==> src/rtl/noc_router_pkg.sv <==
// Shared router definitions: port index encoding, allocator state type and
// a small wrap-around increment helper used by the round-robin pointer.
package noc_router_pkg;

  localparam int unsigned NUM_PORTS  = 5;
  localparam int unsigned PORT_IDX_W = 3;

  // Port indices double as the crossbar mux select encoding.
  localparam logic [PORT_IDX_W-1:0] PORT_N = 3'd0;
  localparam logic [PORT_IDX_W-1:0] PORT_S = 3'd1;
  localparam logic [PORT_IDX_W-1:0] PORT_W = 3'd2;
  localparam logic [PORT_IDX_W-1:0] PORT_E = 3'd3;
  localparam logic [PORT_IDX_W-1:0] PORT_L = 3'd4;

  typedef enum logic {IDLE, LOCKED} alloc_state_t;

  // (idx + 1) mod n for a port index.
  function automatic logic [PORT_IDX_W-1:0] wrap_inc(input logic [PORT_IDX_W-1:0] idx,
                                                     input int unsigned n);
    if (32'(idx) >= n - 1) begin
      return '0;
    end
    return idx + 3'd1;
  endfunction

endpackage

==> src/rtl/rr_pick.sv <==
// Combinational rotate-priority picker: the first set request found when
// scanning upward from ptr_i (wrapping) wins.
module rr_pick
  import noc_router_pkg::*;
#(
  parameter int unsigned NUM_IN = NUM_PORTS
) (
  input  logic [NUM_IN-1:0]     req_i,
  input  logic [PORT_IDX_W-1:0] ptr_i,
  output logic [NUM_IN-1:0]     gnt_o,
  output logic [PORT_IDX_W-1:0] idx_o,
  output logic                  any_o
);

  // Scan candidates in rotated order; first hit wins.
  always_comb begin
    int unsigned cand;
    gnt_o = '0;
    idx_o = '0;
    any_o = 1'b0;
    cand  = 0;
    for (int unsigned i = 0; i < NUM_IN; i++) begin
      cand = (32'(ptr_i) + i) % NUM_IN;
      if (!any_o && req_i[cand]) begin
        gnt_o[cand] = 1'b1;
        idx_o       = PORT_IDX_W'(cand);
        any_o       = 1'b1;
      end
    end
  end

endmodule

==> src/rtl/wormhole_output_allocator.sv <==
// Per-output wormhole switch allocator: round-robin arbitration in IDLE,
// then the output stays locked to the winner until its tail flit is granted.
// Every flit transfer is gated on the downstream credit.
// Optional watchdog: define ALLOC_TIMEOUT_EN to release a lock that sees no
// grant for TIMEOUT cycles (err_o pulses on that release).
module wormhole_output_allocator
  import noc_router_pkg::*;
#(
  parameter int unsigned NUM_IN  = NUM_PORTS,
  parameter int unsigned TIMEOUT = 16
) (
  input  logic              clk,
  input  logic              reset,
  input  logic [NUM_IN-1:0] req_i,
  input  logic [NUM_IN-1:0] tail_i,
  input  logic              credit_i,
  output logic [NUM_IN-1:0] grant_o,
  output logic [2:0]        sel_o,
  output logic              valid_o,
  output logic              busy_o,
  output logic              err_o
);

  alloc_state_t          state_q;
  logic [PORT_IDX_W-1:0] owner_q;
  logic [PORT_IDX_W-1:0] rr_ptr_q;

  logic [NUM_IN-1:0]     pick_onehot_unused;
  logic [PORT_IDX_W-1:0] pick_idx;
  logic                  pick_any;

  rr_pick #(
    .NUM_IN(NUM_IN)
  ) u_rr_pick (
    .req_i(req_i),
    .ptr_i(rr_ptr_q),
    .gnt_o(pick_onehot_unused),
    .idx_o(pick_idx),
    .any_o(pick_any)
  );

  // Grant only the owner, and only when it has a flit and credit exists.
  always_comb begin
    grant_o = '0;
    if (state_q == LOCKED) begin
      grant_o[owner_q] = req_i[owner_q] & credit_i;
    end
  end

  assign valid_o = |grant_o;
  assign busy_o  = (state_q == LOCKED);
  // Owner register keeps its value in IDLE, so the select holds the last owner.
  assign sel_o   = owner_q;

`ifdef ALLOC_TIMEOUT_EN
  localparam int unsigned WdW = $clog2(TIMEOUT + 1);

  logic [WdW-1:0] wd_q;
  logic           err_q;

  assign err_o = err_q;

  // Allocator FSM with watchdog: lock on arbitration, release on tail grant or timeout.
  always_ff @(posedge clk or negedge reset) begin
    if (!reset) begin
      state_q  <= IDLE;
      owner_q  <= '0;
      rr_ptr_q <= '0;
      wd_q     <= '0;
      err_q    <= 1'b0;
    end else begin
      err_q <= 1'b0;
      case (state_q)
        IDLE: begin
          wd_q <= '0;
          if (pick_any) begin
            owner_q  <= pick_idx;
            rr_ptr_q <= wrap_inc(pick_idx, NUM_IN);
            state_q  <= LOCKED;
          end
        end
        LOCKED: begin
          if (valid_o) begin
            wd_q <= '0;
            if (tail_i[owner_q]) begin
              state_q <= IDLE;
            end
          end else if (wd_q == WdW'(TIMEOUT - 1)) begin
            // Stalled packet: drop the lock, rr_ptr stays as set at lock time.
            wd_q    <= '0;
            err_q   <= 1'b1;
            state_q <= IDLE;
          end else begin
            wd_q <= wd_q + 1'b1;
          end
        end
        default: state_q <= IDLE;
      endcase
    end
  end
`else
  logic unused_timeout;

  assign err_o          = 1'b0;
  assign unused_timeout = (TIMEOUT == 0);

  // Allocator FSM: lock on arbitration, release only on a granted tail flit.
  always_ff @(posedge clk or negedge reset) begin
    if (!reset) begin
      state_q  <= IDLE;
      owner_q  <= '0;
      rr_ptr_q <= '0;
    end else begin
      case (state_q)
        IDLE: begin
          if (pick_any) begin
            owner_q  <= pick_idx;
            rr_ptr_q <= wrap_inc(pick_idx, NUM_IN);
            state_q  <= LOCKED;
          end
        end
        LOCKED: begin
          if (valid_o && tail_i[owner_q]) begin
            state_q <= IDLE;
          end
        end
        default: state_q <= IDLE;
      endcase
    end
  end
`endif

endmodule

==> config.mk <==
export PLATFORM = sky130hd
export DESIGN_NAME = wormhole_output_allocator
export DESIGN_NICKNAME = d
export VERILOG_FILES = /design/src/rtl/noc_router_pkg.sv /design/src/rtl/rr_pick.sv /design/src/rtl/wormhole_output_allocator.sv
export SDC_FILE = /design/constraint.sdc
export NUM_CORES = 1
export LEC_CHECK = 0
export CAP_MARGIN = 20
export CORE_ASPECT_RATIO = 0.75
export CORE_MARGIN = 3
export CORE_UTILIZATION = 25
export DETAILED_ROUTE_END_ITERATION = 10
export PLACE_DENSITY_LB_ADDON = 0.12
export SLEW_MARGIN = 10
export SYNTH_ARGS = -nofsm -noshare
export SYNTH_HDL_FRONTEND = slang
export SYNTH_SLANG_ARGS = --single-unit
==> constraint.sdc <==
create_clock -name clk -period 6.3 [get_ports clk]
set_input_delay 1.26 -clock clk [delete_from_list [all_inputs] [get_ports clk]]
set_output_delay 1.26 -clock clk [all_outputs]
set_load 0.02 [all_outputs]
==> flow_summary.yaml <==
yosys:
  synth_top_family_by_area: "compound AO/OA/AOI/OAI gates"
  ys_ff_latch: 7
  synth_top_area_share: 0.114
  synth_area_mm2: 0.00209
  ys_top_cells_by_count: "nor2_1 (24), nand2_1 (23), inv_1 (20), ha_1 (19), a21oi_1 (12)"
  synth.mux.area_fraction: 0.145
  synth_adder_area_share: 0.114
  yosysMostFrequentCell: "nor2_1"
  synth_nets: 303
  synth_edf_count: 0
  syn_area_per_cell_um2: 7.72
  synth-async-reset-ratio: 1.00
  yosysSeqAreaShare: 0.0837
  yosysTopAreaCell: "ha_1"
  netlist_instances: 271
  yosysUniqueCellTypes: 68
  netlist_top_cells_area: "ha_1 (11%), dfrtp_1 (8.4%), mux2i_1 (5.3%)"
  synthFlopType: "dfrtp_1"
  synth-simple-area-share: 0.245
  synth-compound-area-share: 0.296
  synth_xor_area_frac: 0.0371
  yosys_warnings: 0
setup_path:
  crit_slowest_cell: "dfrtp_1"
  worstSetupStartpointType: "register"
  cp_max_fo: 14
  critPathKind: "reg2reg"
  cpMostUsedCell: "ha_1"
  ff2ff_setup_slack_ns: 0.82
  crit_arrival_ns: 5.59
  max_stage_delay_ns: 0.54
  critPathRequiredTime_ns: 6.41
  crit_chain: "inv_1 -> ha_1 -> inv_1 -> ha_1 -> inv_1 -> ha_1 -> nor3_1 -> nor2_1 -> xnor2_1 -> ha_1 -> inv_1 -> a2111oi_1 -> a31oi_2 -> a2111o_1 -> nand4_1 -> a21oi_2 -> nor3b_2 -> and2_1 -> nor2_1 -> ha_1 -> a22o_1"
  endpoint_kind: "register"
timing:
  slew_viol_final: 0
  hold_slack_ns: 0.642
  tns_ns: 0
  slew_headroom: 0.558
  rsz0062_at_grt: "no"
  fmax_mhz: 183
  fin_crit_sh: 0.870
  fin_skew_ns: 0.00132
  worst_slew_pin_slew_ns: 0.663
  final_hold_viol_count: 0
  finalCriticalPeriod_ns: 5.48
  final-setup-viol-count: 0
detailed_routing:
  wire_per_inst_um: 15.2
  dr.first_iter.drc_count: 120
  via_count: 1963
  drt-total-wl_mm: 5.94
  firstDrtPassIters: 4
  drc: 0
  routed_via_density: 5.03
  final_antenna_net_count: 0
clock_tree:
  hold_buffers: 0
  path_clk_slew_ns: 0.04
  clock_path_buffers: 2
  clkSinkCount: 7
  htreeDepth: 1
  cts-buffers-inserted: 3
  cts_root_buf: "clkbuf_8"
  cts_resized: 0
  cts_tree: "yes"
  post_cts_buffers: 0
  insertion_delay_ns: 0.22
final_layout:
  area_growth_syn_to_layout_pct: 16.4
  drive_gt1_frac: 0.140
  nNetsFinal: 318
  utilization: 0.304
  n_antenna_cell: 0
  num-fill-cells: 883
worst_hold_path:
  min_path_type: "reg2reg"
floorplanning:
  dieWidth_um: 112
  dieHeight_um: 85.2
  fp.coreArea_mm2: 0.00802
  start_util: 0.261
  rows: 28
  ios: 24
  dieArea_mm2: 0.00951
grt:
  grt_antenna_before_repair: 0
  grt-ovfl-total: 0
  grt_pass1_wl_mm: 9.92
  grt_pass1_vias: 1894
  grt_usage: 0.125
  grt_max_degree: 35
placement:
  io_buffers: 22
  hpwlAfterDp_mm: 4.70
  finalWeightedCongestion: 0.806
run:
  drv_cap: 0
outcome:
  outcome: "finished, final reports clean"
sequential cells by signal, summed over array words and instances, names as in the netlist:
signal,cells
busy_o,1
sel_o,3
rr_ptr_q,3
layout make-up:
cell class,count,area [µm²],share of cell area
Timing Repair Buffer,26,250,0.103
Tap cell,105,131,0.0539
Multi-Input combinational cell,227,1760,0.721
Clock buffer,4,45.0,0.0185
Inverter,21,78.8,0.0324
Sequential cell,7,175,0.0719
cell usage in the layout, fill, tap and decap left out, types with 4 or more instances in the layout:
cell,synthesis,layout
clkdlybuf4s50_1,0,22
ha_1,19,19
nand2_1,23,23
and2_1,4,4
mux4_2,4,4
a21oi_1,12,12
o21ai_0,8,8
xnor2_1,6,6
nor2_1,24,24
nand3_1,8,8
nor2b_1,8,8
buf_4,2,4
nor3_1,7,7
a2111o_1,4,4
mux2i_1,11,11
inv_1,20,20
dfrtp_1,7,7
nand2b_1,6,6
mux2_2,8,8
a211oi_1,4,4
path summary, 6_finish.rpt:
| check | start | endpoint | depth (start not counted) |
|---|---|---|---|
| worst max-delay path | rr_ptr_q[1] | rr_ptr_q[1] | 21 |
| worst min-delay path | sel_o[2] | sel_o[2] | 2 |
| worst max register to register | rr_ptr_q[1] | rr_ptr_q[1] | 21 |
| worst min register to register | sel_o[2] | sel_o[2] | 2 |
| max in group asynchronous | reset | rr_ptr_q[2] | 1 |
| min in group asynchronous | reset | sel_o[1] | 1 |
through the flow:
stage | cells | worst slack, ns | cell area, µm²
6_report | 390 | 0.821 | 2440
3_5_place_dp | 386 | 0.836 | 2390
5_1_grt | 390 | 0.262 | 2440
2_1_floorplan | 271 | 1.18 | 2090
4_1_cts | 390 | 0.835 | 2440
3_3_place_gp | 386 | 0.964 | 2390
cell families (layout without fill, tap and decap cells):
logic type                 after synthesis  after routing
buffers and inverters                   37             51
xor gates and xnor gates                 8              8
DFF                                      7              7
AOI/OAI and AO/OA                       76             76
adders and majority gates               19             19
other                                    1              1
and+or+nand+nor                         99             99
muxes                                   24             24
critical path: cells and delay by family (launching register included):
family / cells / cell delay, ns
XOR/XNOR: 1 / 0.46
flip-flops: 1 / 0.54
AND/OR/NAND/NOR: 6 / 1.18
AO/OA/AOI/OAI: 5 / 1.23
buffers and inverters: 4 / 0.50
adder cells (fa/ha/maj): 5 / 1.46
layer usage:
| layer | vias to the layer above | track usage | share of wire |
|---|---|---|---|
| met2 | 27 | 0.177 | 0.39 |
| met4 | 0 | 0.00663 | 0.0022 |
| met3 | 3 | 0.0150 | 0.024 |
| met5 | - | 0 | 0 |
| met1 | 914 | 0.208 | 0.58 |
| li1 | 1019 | - | - |
Power is left out: the tool's default activity adds up to more than one toggle a clock period on the data nets, which glitch-free logic cannot reach.
